==> config.mk <==
export PLATFORM = sky130hd
export DESIGN_NAME = axi_master_arbiter_flat
export DESIGN_NICKNAME = d
export VERILOG_FILES = /design/src/rtl/axi_master_arbiter_pkg.sv /design/src/rtl/axi_master_arbiter_if.sv /design/src/rtl/axi_rr_arbiter.sv /design/src/rtl/axi_master_arbiter.sv /design/src/flat_wrapper.sv
export SDC_FILE = /design/constraint.sdc
export NUM_CORES = 1
export LEC_CHECK = 0
export CORE_ASPECT_RATIO = 0.8
export CORE_UTILIZATION = 41
export CTS_CLUSTER_SIZE = 30
export DETAILED_ROUTE_END_ITERATION = 12
export PLACE_DENSITY = 0.91
export SYNTH_ARGS = -nofsm -noshare
export SYNTH_HDL_FRONTEND = slang
export SYNTH_SLANG_ARGS = --single-unit
==> constraint.sdc <==
create_clock -name clk -period 2.2 [get_ports clk]
set_input_delay 0.55 -clock clk [delete_from_list [all_inputs] [get_ports clk]]
set_output_delay 0.55 -clock clk [all_outputs]
set_load 0.02 [all_outputs]
==> src/rtl/axi_master_arbiter_pkg.sv <==
// Shared types and sizing helpers for the AXI master arbiter.
// The two channel FSMs and the bus-ID width live here.
package axi_arb_pkg;

   typedef enum logic [1:0] {
      W_IDLE = 2'd0,
      W_ADDR = 2'd1,
      W_DATA = 2'd2,
      W_RESP = 2'd3
   } wr_state_t;

   typedef enum logic [1:0] {
      R_IDLE = 2'd0,
      R_ADDR = 2'd1,
      R_DATA = 2'd2
   } rd_state_t;

   // The bus ID carries the master index above the per-master ID bits.
   function automatic int bus_id_w(input int m_width, input int m_id);
      return m_id + m_width;
   endfunction

endpackage

==> src/rtl/axi_master_arbiter_if.sv <==
// Control-side bundle between the arbiter and the surrounding switch and bus.
// The master modport is the arbiter; the slave modport is whoever drives the bus.
interface axi_master_arbiter_if #(
   parameter int M_WIDTH = 2,
   parameter int M_ID    = 2
);
   import axi_arb_pkg::*;

   localparam int N    = 2 ** M_WIDTH;
   localparam int ID_W = bus_id_w(M_WIDTH, M_ID);

   logic [N-1:0]       MASTER_WR_ADDR_VALID;
   logic [N-1:0]       MASTER_RD_ADDR_VALID;
   logic               BUS_WR_ADDR_VALID, BUS_WR_ADDR_READY;
   logic               BUS_WR_DATA_VALID, BUS_WR_DATA_READY, BUS_WR_DATA_LAST;
   logic               BUS_WR_BACK_VALID, BUS_WR_BACK_READY;
   logic [ID_W-1:0]    BUS_WR_BACK_ID;
   logic               BUS_RD_ADDR_VALID, BUS_RD_ADDR_READY;
   logic               BUS_RD_DATA_VALID, BUS_RD_DATA_READY, BUS_RD_DATA_LAST;
   logic [ID_W-1:0]    BUS_RD_BACK_ID;

   logic [M_WIDTH-1:0] wr_addr_sel, wr_data_sel, wr_resp_sel, rd_addr_sel, rd_data_sel;
   logic               wr_addr_en, wr_data_en, wr_resp_en, rd_addr_en, rd_data_en;
   logic               wr_id_err, rd_id_err;

   modport master (
      input  MASTER_WR_ADDR_VALID, MASTER_RD_ADDR_VALID,
      input  BUS_WR_ADDR_VALID, BUS_WR_ADDR_READY,
      input  BUS_WR_DATA_VALID, BUS_WR_DATA_READY, BUS_WR_DATA_LAST,
      input  BUS_WR_BACK_VALID, BUS_WR_BACK_READY, BUS_WR_BACK_ID,
      input  BUS_RD_ADDR_VALID, BUS_RD_ADDR_READY,
      input  BUS_RD_DATA_VALID, BUS_RD_DATA_READY, BUS_RD_DATA_LAST, BUS_RD_BACK_ID,
      output wr_addr_sel, wr_data_sel, wr_resp_sel, rd_addr_sel, rd_data_sel,
      output wr_addr_en, wr_data_en, wr_resp_en, rd_addr_en, rd_data_en,
      output wr_id_err, rd_id_err
   );

   modport slave (
      output MASTER_WR_ADDR_VALID, MASTER_RD_ADDR_VALID,
      output BUS_WR_ADDR_VALID, BUS_WR_ADDR_READY,
      output BUS_WR_DATA_VALID, BUS_WR_DATA_READY, BUS_WR_DATA_LAST,
      output BUS_WR_BACK_VALID, BUS_WR_BACK_READY, BUS_WR_BACK_ID,
      output BUS_RD_ADDR_VALID, BUS_RD_ADDR_READY,
      output BUS_RD_DATA_VALID, BUS_RD_DATA_READY, BUS_RD_DATA_LAST, BUS_RD_BACK_ID,
      input  wr_addr_sel, wr_data_sel, wr_resp_sel, rd_addr_sel, rd_data_sel,
      input  wr_addr_en, wr_data_en, wr_resp_en, rd_addr_en, rd_data_en,
      input  wr_id_err, rd_id_err
   );

endinterface

==> src/rtl/axi_rr_arbiter.sv <==
// Combinational round-robin picker: first requester strictly after ptr wins,
// with ptr itself considered last.
module axi_rr_arbiter #(
   parameter int M_WIDTH = 2
) (
   input  logic [2**M_WIDTH-1:0] req,
   input  logic [M_WIDTH-1:0]    ptr,
   output logic [M_WIDTH-1:0]    grant,
   output logic                  valid
);
   localparam int N = 2 ** M_WIDTH;

   logic [M_WIDTH-1:0] idx;

   // Scan from farthest to nearest so the nearest requester is written last.
   always_comb begin
      grant = '0;
      valid = 1'b0;
      idx   = '0;
      for (int i = N; i >= 1; i--) begin
         idx = ptr + M_WIDTH'(i);
         if (req[idx]) begin
            grant = idx;
            valid = 1'b1;
         end
      end
   end

endmodule

==> src/rtl/axi_master_arbiter.sv <==
// Write/read arbitration for the shared AXI bus: one transaction in flight per
// direction, round-robin grant, switch selects and channel enables, ID checks.
module axi_master_arbiter
   import axi_arb_pkg::*;
#(
   parameter int M_WIDTH = 2,
   parameter int M_ID    = 2
) (
   input  logic                 clk,
   input  logic                 rst,
   axi_master_arbiter_if.master bus
);
   localparam int ID_W = bus_id_w(M_WIDTH, M_ID);

   wr_state_t          wr_state_reg, wr_state_next;
   rd_state_t          rd_state_reg, rd_state_next;
   logic [M_WIDTH-1:0] wr_grant_reg, wr_grant_next, wr_ptr_reg, wr_ptr_next;
   logic [M_WIDTH-1:0] rd_grant_reg, rd_grant_next, rd_ptr_reg, rd_ptr_next;
   logic [M_WIDTH-1:0] wr_pick, rd_pick;
   logic               wr_pick_valid, rd_pick_valid;
   logic               aw_hs, w_last_hs, b_hs, ar_hs, r_hs;

   axi_rr_arbiter #(.M_WIDTH(M_WIDTH)) u_wr_rr (
      .req   (bus.MASTER_WR_ADDR_VALID),
      .ptr   (wr_ptr_reg),
      .grant (wr_pick),
      .valid (wr_pick_valid)
   );

   axi_rr_arbiter #(.M_WIDTH(M_WIDTH)) u_rd_rr (
      .req   (bus.MASTER_RD_ADDR_VALID),
      .ptr   (rd_ptr_reg),
      .grant (rd_pick),
      .valid (rd_pick_valid)
   );

   assign aw_hs     = bus.BUS_WR_ADDR_VALID & bus.BUS_WR_ADDR_READY;
   assign w_last_hs = bus.BUS_WR_DATA_VALID & bus.BUS_WR_DATA_READY & bus.BUS_WR_DATA_LAST;
   assign b_hs      = bus.BUS_WR_BACK_VALID & bus.BUS_WR_BACK_READY;
   assign ar_hs     = bus.BUS_RD_ADDR_VALID & bus.BUS_RD_ADDR_READY;
   assign r_hs      = bus.BUS_RD_DATA_VALID & bus.BUS_RD_DATA_READY;

   // Pointers reset to the last index so master 0 is first in line.
   always_ff @(posedge clk or posedge rst) begin
      if (rst) begin
         wr_state_reg <= W_IDLE;
         rd_state_reg <= R_IDLE;
         wr_grant_reg <= '0;
         rd_grant_reg <= '0;
         wr_ptr_reg   <= '1;
         rd_ptr_reg   <= '1;
      end else begin
         wr_state_reg <= wr_state_next;
         rd_state_reg <= rd_state_next;
         wr_grant_reg <= wr_grant_next;
         rd_grant_reg <= rd_grant_next;
         wr_ptr_reg   <= wr_ptr_next;
         rd_ptr_reg   <= rd_ptr_next;
      end
   end

   always_comb begin
      wr_state_next = wr_state_reg;
      wr_grant_next = wr_grant_reg;
      wr_ptr_next   = wr_ptr_reg;
      case (wr_state_reg)
         W_IDLE: if (wr_pick_valid) begin
            wr_grant_next = wr_pick;
            wr_ptr_next   = wr_pick;
            wr_state_next = W_ADDR;
         end
         W_ADDR: if (aw_hs)     wr_state_next = W_DATA;
         W_DATA: if (w_last_hs) wr_state_next = W_RESP;
         W_RESP: if (b_hs)      wr_state_next = W_IDLE;
         default:               wr_state_next = W_IDLE;
      endcase
   end

   always_comb begin
      rd_state_next = rd_state_reg;
      rd_grant_next = rd_grant_reg;
      rd_ptr_next   = rd_ptr_reg;
      case (rd_state_reg)
         R_IDLE: if (rd_pick_valid) begin
            rd_grant_next = rd_pick;
            rd_ptr_next   = rd_pick;
            rd_state_next = R_ADDR;
         end
         R_ADDR: if (ar_hs) rd_state_next = R_DATA;
         R_DATA: if (r_hs && bus.BUS_RD_DATA_LAST) rd_state_next = R_IDLE;
         default:           rd_state_next = R_IDLE;
      endcase
   end

   // Selects follow the registered grant, so they hold their value through IDLE.
   assign bus.wr_addr_sel = wr_grant_reg;
   assign bus.wr_data_sel = wr_grant_reg;
   assign bus.wr_resp_sel = wr_grant_reg;
   assign bus.rd_addr_sel = rd_grant_reg;
   assign bus.rd_data_sel = rd_grant_reg;

   assign bus.wr_addr_en  = (wr_state_reg == W_ADDR);
   assign bus.wr_data_en  = (wr_state_reg == W_DATA);
   assign bus.wr_resp_en  = (wr_state_reg == W_RESP);
   assign bus.rd_addr_en  = (rd_state_reg == R_ADDR);
   assign bus.rd_data_en  = (rd_state_reg == R_DATA);

   assign bus.wr_id_err = (wr_state_reg == W_RESP) && b_hs &&
                          (bus.BUS_WR_BACK_ID[ID_W-1 -: M_WIDTH] != wr_grant_reg);
   assign bus.rd_id_err = (rd_state_reg == R_DATA) && r_hs &&
                          (bus.BUS_RD_BACK_ID[ID_W-1 -: M_WIDTH] != rd_grant_reg);

endmodule

==> src/flat_wrapper.sv <==
// flat-port wrapper written by rule: the top's interface ports become plain ports
module axi_master_arbiter_flat import axi_arb_pkg::*;
#(
   parameter int M_WIDTH = 2,
   parameter int M_ID    = 2
)
  (clk, rst, bus_MASTER_WR_ADDR_VALID, bus_MASTER_RD_ADDR_VALID, bus_BUS_WR_ADDR_VALID, bus_BUS_WR_ADDR_READY, bus_BUS_WR_DATA_VALID, bus_BUS_WR_DATA_READY, bus_BUS_WR_DATA_LAST, bus_BUS_WR_BACK_VALID, bus_BUS_WR_BACK_READY, bus_BUS_WR_BACK_ID, bus_BUS_RD_ADDR_VALID, bus_BUS_RD_ADDR_READY, bus_BUS_RD_DATA_VALID, bus_BUS_RD_DATA_READY, bus_BUS_RD_DATA_LAST, bus_BUS_RD_BACK_ID, bus_wr_addr_sel, bus_wr_data_sel, bus_wr_resp_sel, bus_rd_addr_sel, bus_rd_data_sel, bus_wr_addr_en, bus_wr_data_en, bus_wr_resp_en, bus_rd_addr_en, bus_rd_data_en, bus_wr_id_err, bus_rd_id_err);
  axi_master_arbiter_if #(.M_WIDTH(M_WIDTH), .M_ID(M_ID)) bus_i ();
  input  logic clk;
  input  logic rst;
  input wire logic [$bits(bus_i.MASTER_WR_ADDR_VALID)-1:0] bus_MASTER_WR_ADDR_VALID;
  input wire logic [$bits(bus_i.MASTER_RD_ADDR_VALID)-1:0] bus_MASTER_RD_ADDR_VALID;
  input wire logic [$bits(bus_i.BUS_WR_ADDR_VALID)-1:0] bus_BUS_WR_ADDR_VALID;
  input wire logic [$bits(bus_i.BUS_WR_ADDR_READY)-1:0] bus_BUS_WR_ADDR_READY;
  input wire logic [$bits(bus_i.BUS_WR_DATA_VALID)-1:0] bus_BUS_WR_DATA_VALID;
  input wire logic [$bits(bus_i.BUS_WR_DATA_READY)-1:0] bus_BUS_WR_DATA_READY;
  input wire logic [$bits(bus_i.BUS_WR_DATA_LAST)-1:0] bus_BUS_WR_DATA_LAST;
  input wire logic [$bits(bus_i.BUS_WR_BACK_VALID)-1:0] bus_BUS_WR_BACK_VALID;
  input wire logic [$bits(bus_i.BUS_WR_BACK_READY)-1:0] bus_BUS_WR_BACK_READY;
  input wire logic [$bits(bus_i.BUS_WR_BACK_ID)-1:0] bus_BUS_WR_BACK_ID;
  input wire logic [$bits(bus_i.BUS_RD_ADDR_VALID)-1:0] bus_BUS_RD_ADDR_VALID;
  input wire logic [$bits(bus_i.BUS_RD_ADDR_READY)-1:0] bus_BUS_RD_ADDR_READY;
  input wire logic [$bits(bus_i.BUS_RD_DATA_VALID)-1:0] bus_BUS_RD_DATA_VALID;
  input wire logic [$bits(bus_i.BUS_RD_DATA_READY)-1:0] bus_BUS_RD_DATA_READY;
  input wire logic [$bits(bus_i.BUS_RD_DATA_LAST)-1:0] bus_BUS_RD_DATA_LAST;
  input wire logic [$bits(bus_i.BUS_RD_BACK_ID)-1:0] bus_BUS_RD_BACK_ID;
  output wire logic [$bits(bus_i.wr_addr_sel)-1:0] bus_wr_addr_sel;
  output wire logic [$bits(bus_i.wr_data_sel)-1:0] bus_wr_data_sel;
  output wire logic [$bits(bus_i.wr_resp_sel)-1:0] bus_wr_resp_sel;
  output wire logic [$bits(bus_i.rd_addr_sel)-1:0] bus_rd_addr_sel;
  output wire logic [$bits(bus_i.rd_data_sel)-1:0] bus_rd_data_sel;
  output wire logic [$bits(bus_i.wr_addr_en)-1:0] bus_wr_addr_en;
  output wire logic [$bits(bus_i.wr_data_en)-1:0] bus_wr_data_en;
  output wire logic [$bits(bus_i.wr_resp_en)-1:0] bus_wr_resp_en;
  output wire logic [$bits(bus_i.rd_addr_en)-1:0] bus_rd_addr_en;
  output wire logic [$bits(bus_i.rd_data_en)-1:0] bus_rd_data_en;
  output wire logic [$bits(bus_i.wr_id_err)-1:0] bus_wr_id_err;
  output wire logic [$bits(bus_i.rd_id_err)-1:0] bus_rd_id_err;
  assign bus_i.MASTER_WR_ADDR_VALID = bus_MASTER_WR_ADDR_VALID;
  assign bus_i.MASTER_RD_ADDR_VALID = bus_MASTER_RD_ADDR_VALID;
  assign bus_i.BUS_WR_ADDR_VALID = bus_BUS_WR_ADDR_VALID;
  assign bus_i.BUS_WR_ADDR_READY = bus_BUS_WR_ADDR_READY;
  assign bus_i.BUS_WR_DATA_VALID = bus_BUS_WR_DATA_VALID;
  assign bus_i.BUS_WR_DATA_READY = bus_BUS_WR_DATA_READY;
  assign bus_i.BUS_WR_DATA_LAST = bus_BUS_WR_DATA_LAST;
  assign bus_i.BUS_WR_BACK_VALID = bus_BUS_WR_BACK_VALID;
  assign bus_i.BUS_WR_BACK_READY = bus_BUS_WR_BACK_READY;
  assign bus_i.BUS_WR_BACK_ID = bus_BUS_WR_BACK_ID;
  assign bus_i.BUS_RD_ADDR_VALID = bus_BUS_RD_ADDR_VALID;
  assign bus_i.BUS_RD_ADDR_READY = bus_BUS_RD_ADDR_READY;
  assign bus_i.BUS_RD_DATA_VALID = bus_BUS_RD_DATA_VALID;
  assign bus_i.BUS_RD_DATA_READY = bus_BUS_RD_DATA_READY;
  assign bus_i.BUS_RD_DATA_LAST = bus_BUS_RD_DATA_LAST;
  assign bus_i.BUS_RD_BACK_ID = bus_BUS_RD_BACK_ID;
  assign bus_wr_addr_sel = bus_i.wr_addr_sel;
  assign bus_wr_data_sel = bus_i.wr_data_sel;
  assign bus_wr_resp_sel = bus_i.wr_resp_sel;
  assign bus_rd_addr_sel = bus_i.rd_addr_sel;
  assign bus_rd_data_sel = bus_i.rd_data_sel;
  assign bus_wr_addr_en = bus_i.wr_addr_en;
  assign bus_wr_data_en = bus_i.wr_data_en;
  assign bus_wr_resp_en = bus_i.wr_resp_en;
  assign bus_rd_addr_en = bus_i.rd_addr_en;
  assign bus_rd_data_en = bus_i.rd_data_en;
  assign bus_wr_id_err = bus_i.wr_id_err;
  assign bus_rd_id_err = bus_i.rd_id_err;
  axi_master_arbiter #(.M_WIDTH(M_WIDTH), .M_ID(M_ID)) u_core (.clk(clk), .rst(rst), .bus(bus_i));
endmodule
==> metrics, run 1 <==
Peak supply drop 764 uV; max cap viols 0; largest net degree at the start of global routing 13; setup ws final 0.0917 ns; CTS tree done; synthesized net count 138; cell area after synthesis 871 sq um; remaining global-route overflow 0; clk buf depth 2; cell-internal power 0.977 mW; RSZ-0062 raised after global routing no; R2R setup slack 0.58 ns; Post-CTS Hold Buffers 0; share of post-route cells with drive strength above 1 12.8%; RR Endpoint u_core.wr_state_reg[1]; crit path kind in2out; run status complete, no violations; RePlAce Congestion 0.788; HP Class reg2reg; die height 43.2 um; fin util 69.6%; Setup crit end kind output pin; Clk pin slew, worst setup/hold paths 0.07 ns; gr usage total 21.1%; Syn Inst Count 103; power per cell area 1250 nW/um^2; Root Buffer Master clkbuf_4; die extent in x 53.5 um; Syn Area/Cell 8.45 sq um; Place WS -0.326 ns; final setup vio count 0; antenna cells 0; top-area cell type share of the netlist area 23.0%; Yosys reg bits 12; Post-DRT Antenna Nets 0; IO Pins 47; placed insts 168; clock share of power 10.2%; Flop pwr share 29.5%; Tmin final 2.11 ns; global-route wire length before repair 3560 um; initial antenna violation count 0; Tightest Pin Transition 0.447 ns; switching portion of total power 42.0%; crit path launch type input port; Num CTS Buffers 3; Max Clock Freq 0.474 GHz; Lkg Pwr 0.625 nW; Core ar. 1940 sq um; M1 GR Usage 24.1%; Slew headroom 70.2%; GR peak layer met2; initial core utilization 44.8%; Layout Nets 184; DRC Markers 0; Area Growth Syn to Fin 55.3%; WL/cell 12.6 um; worst skew pair latency 0.27 ns; Sink Count 12; final cell count without fillers 172; global-route met2 utilization 37.8%; vias per inst 5.10; top cells by area, synth dfrtp_1 (23%), dfstp_2 (12%), nand2_1 (9.1%); Detailed Route Iter0 Violations 18; Yosys cell types 33; die footprint 2310 sq um; sequential cell area fraction in the yosys report 35.1%; top cell type by total area after synthesis dfrtp_1; Worst Setup SP bus_BUS_WR_BACK_ID[3]; Combinational Power Share 60.3%; R2R cell count 5; final WL 2170 um; worst hold slack 0.510 ns; CP max FO 1; # port buffers 42; fin crit share 95.8%; vias in the first global route 866; met3 Resource Use GR 5.02%; Setup crit end bus_wr_id_err; critical path data arrival time 1.56 ns; row cnt 14; detailed placement HPWL 1810 um; reg2reg start u_core.wr_state_reg[0]; WP data required 1.65 ns; total power 1.68 mW; Max Clock Skew 0.00694 ns; htree depth 1; synth warn 0; Final Slew Violations 0; Post-CTS Setup Bufs 0; Via Count 877; sw power 0.707 mW; router iterations before antenna repair 6; final hold violation count 0
area by class of cell:
cell class	instances	area [sq um]
Fill cell	161	592
Sequential cell	12	305
Tap cell	24	30.0
Clock buffer	4	36.3
Inverter	5	18.8
Multi-Input combinational cell	79	498
Timing Repair Buffer	48	464
layout by cell type (no fill, tap or decap), drive strengths merged, types with 2 or more instances in the layout:
cell,netlist,routed
nor2b,2,2
a21oi,7,7
clkbuf,1,4
dfrtp,8,8
dlymetal6s2s,0,2
clkdlybuf4s50,0,38
nand2b,6,6
nand3,3,3
nand2,21,21
buf,6,7
dfstp,4,4
xnor2,2,2
o21ai,7,7
a211o,2,2
nor3b,2,2
ha,5,5
nor2,5,5
inv,5,5
xor2,2,2
stage by stage:
stage	TNS, ns	instance area [sq um]
finish	0	1350
global route	0	1350
CTS	0	1350
detailed placement	-0.520	1320
global placement	-0.500	1320
floorplan	0	871
worst min-delay path by stage:
stage	from	endpoint	slack, ns	cells past startpoint
2_1_floorplan	rst	u_core.bus.rd_addr_sel[0]	0.41	1
3_3_place_gp	u_core.rd_ptr_reg[1]	u_core.rd_ptr_reg[1]	0.48	2
3_5_place_dp	u_core.rd_ptr_reg[1]	u_core.rd_ptr_reg[1]	0.50	2
4_1_cts	u_core.rd_ptr_reg[1]	u_core.rd_ptr_reg[1]	0.51	2
5_1_grt	u_core.wr_ptr_reg[1]	u_core.wr_ptr_reg[1]	0.54	2
6_report	u_core.rd_ptr_reg[1]	u_core.rd_ptr_reg[1]	0.51	2
power groups by stage:
stage | Sequential (mW) | Combinational [mW] | Clock [mW]
2_1_floorplan | 0.500 | 0.653 | 0
4_1_cts | 0.497 | 1.03 | 0.175
6_report | 0.497 | 1.02 | 0.171
3_3_place_gp | 0.487 | 0.994 | 0
5_1_grt | 0.519 | 1.12 | 0.189
3_5_place_dp | 0.501 | 1.02 | 0
metal layers:
| metal | vias to the layer above | wire, um |
|---|---|---|
| li1 | 442 | - |
| met1 | 399 | 919 |
| met2 | 32 | 1090 |
| met3 | 4 | 135 |
| met4 | 0 | 21 |
| met5 | - | 0 |
critical path: stages:
cell and delay [ns]:
clkdlybuf4s50_1 0.41, xnor2_1 0.13, a21oi_1 0.13, dlygate4sd2_1 0.34
cells in the mapped netlist, drive strengths merged:
library cell   n
a211oi         1
nor4           1
o2111a         1
nand2b         6
clkbuf         1
nor2           5
nor3b          2
maj3           1
dfrtp          8
xor2           2
nor3           1
xnor2          2
inv            5
a32o           1
a21oi          7
o221a          1
a222oi         1
o221ai         1
or3            1
a211o          2
ha             5
o21ai          7
a21o           1
nor2b          2
mux2           1
dfstp          4
or4            1
mux2i          1
o31ai          1
buf            6
nand2         21
nand3          3
kinds of logic after synthesis:
family | Yosys count | synth area share [%]
simple gates | 43 | 23.7
buf+inv | 12 | 7.76
fa+ha+maj | 6 | 8.33
compound gates | 24 | 18.7
flops | 12 | 35.1
mux | 2 | 2.44
xor+xnor | 4 | 4.02
repair_timing:
action,CTS,global route
gates resized for setup,4,3
endpoints found under the setup margin,2,3
pin swaps,0,0
Power figures use the tool's default switching activity.
==> inputs of run 2 (changes only) <==
Settings changed: CORE_ASPECT_RATIO 0.8 to not set, SKIP_LAST_GASP set to 1.
==> metrics, run 2 (synthesis gave the netlist of run 1 again) <==
run status complete, no violations; IO Pins 47; Tightest Pin Transition 0.418 ns; CP max FO 2; reg2reg start u_core.wr_state_reg[0]; fin crit share 96.9%; clock share of power 9.9%; RePlAce Congestion 0.768; power per cell area 1230 nW/um^2; Clk pin slew, worst setup/hold paths 0.06 ns; initial antenna violation count 0; Post-CTS Hold Buffers 0; Lkg Pwr 0.613 nW; Detailed Route Iter0 Violations 18; commonest non-fill, non-tap cell in the layout clkdlybuf4s50_1; Peak supply drop 840 uV; RR Endpoint u_core.wr_state_reg[1]; R2R setup slack 0.61 ns; Hold EP u_core.rd_ptr_reg[1]; cell-internal power 0.972 mW; Post-CTS Setup Bufs 0; WL/cell 11.5 um; switching portion of total power 41.7%; Hold Crit Depth 2; antenna cells 0; CTS resizes 3; R2R cell count 5; detailed placement HPWL 1700 um; Flop pwr share 29.9%; Setup crit end kind output pin; largest net degree at the start of global routing 13; sw power 0.694 mW; crit path launch type input port; DRC Markers 0; vias per inst 5.11; Layout Nets 184; placed insts 171; die height 48.1 um; hold path start u_core.rd_ptr_reg[1]; global-route wire length before repair 2970 um; Max Clock Skew 0.00605 ns; Num CTS Buffers 3; Tmin final 2.13 ns; die footprint 2310 sq um; Combinational Power Share 60.2%; Place WS -0.339 ns; Core ar. 1980 sq um; final cell count without fillers 175; WP data required 1.65 ns; remaining global-route overflow 0; Sink Count 12; worst hold slack 0.518 ns; HP Class reg2reg; Post-DRT Antenna Nets 0; worst skew pair latency 0.27 ns; fin util 68.2%; setup ws final 0.0675 ns; area of the multi-input gates 498 sq um; most frequent cells in the layout clkdlybuf4s50_1 (38), nand2_1 (21), dfrtp_1 (8); vias in the first global route 725; final WL 2020 um; critical path data arrival time 1.58 ns; RSZ-0062 raised after global routing yes; share of post-route cells with drive strength above 1 12.8%; final setup vio count 0; gr usage total 19.0%; row cnt 16; FF+latch area 305 sq um; final hold violation count 0; fillers 156; clk buf depth 2; crit path kind in2out; htree depth 1; # port buffers 42; CTS tree done; Via Count 895; Final Slew Violations 0; die extent in x 48.1 um; max cap viols 0; Slew headroom 72.1%; Root Buffer Master clkbuf_4; Area Growth Syn to Fin 55.3%; Max Clock Freq 0.469 GHz; router iterations before antenna repair 4; initial core utilization 43.9%
-- run 2: worst max path at each step --
stage	from	end	slack (ns)	depth (start not counted)
after floorplan	u_core.rd_state_reg[0]	bus_rd_id_err	0.53	2
after global placement	bus_BUS_RD_BACK_ID[3]	bus_rd_id_err	-0.31	4
after detailed placement	bus_BUS_RD_BACK_ID[3]	bus_rd_id_err	-0.34	4
after CTS	bus_BUS_RD_BACK_ID[3]	bus_rd_id_err	-0.07	4
after global routing	bus_BUS_RD_BACK_ID[3]	bus_rd_id_err	-0.002	4
final	bus_BUS_WR_BACK_VALID	bus_wr_id_err	0.07	4
-- run 2: through the flow --
stage	setup TNS (ns)	area, sq um	power [mW]
after floorplan	0	871	1.15
after global placement	-0.500	1320	1.48
after detailed placement	-0.556	1320	1.52
after CTS	-0.0728	1350	1.68
after global routing	-0.00230	1350	1.82
final	0	1350	1.67
-- run 2: power groups by stage --
| stage | Sequential (mW) | Combinational (mW) | Clock [mW] |
|---|---|---|---|
| after detailed placement | 0.505 | 1.02 | 0 |
| after CTS | 0.499 | 1.01 | 0.171 |
| after global placement | 0.488 | 0.990 | 0 |
| final | 0.498 | 1.00 | 0.166 |
| after floorplan | 0.500 | 0.653 | 0 |
| after global routing | 0.524 | 1.11 | 0.186 |
-- run 2: cell type report --
class                           instances  area share, %
Timing Repair Buffer                   48           34.0
Clock buffer                            4           2.68
Multi-Input combinational cell         79           36.8
Inverter                                5           1.39
Tap cell                               27           2.50
Sequential cell                        12           22.6
-- run 2: critical path: stages --
cell and delay (ns):
clkdlybuf4s50_1 0.48, nand3_1 0.09, a21oi_1 0.12, dlygate4sd2_1 0.34
-- run 2: metal layers --
metal  share of wire, %  vias up  GRT usage (%)  routed length, um
li1                   -      448              -                  -
met1                 42      402           21.5                842
met2                 49       43           33.8                997
met3                7.8        2           6.79                157
met4               0.94        0           5.00                 19
met5                  0        -              0                  0
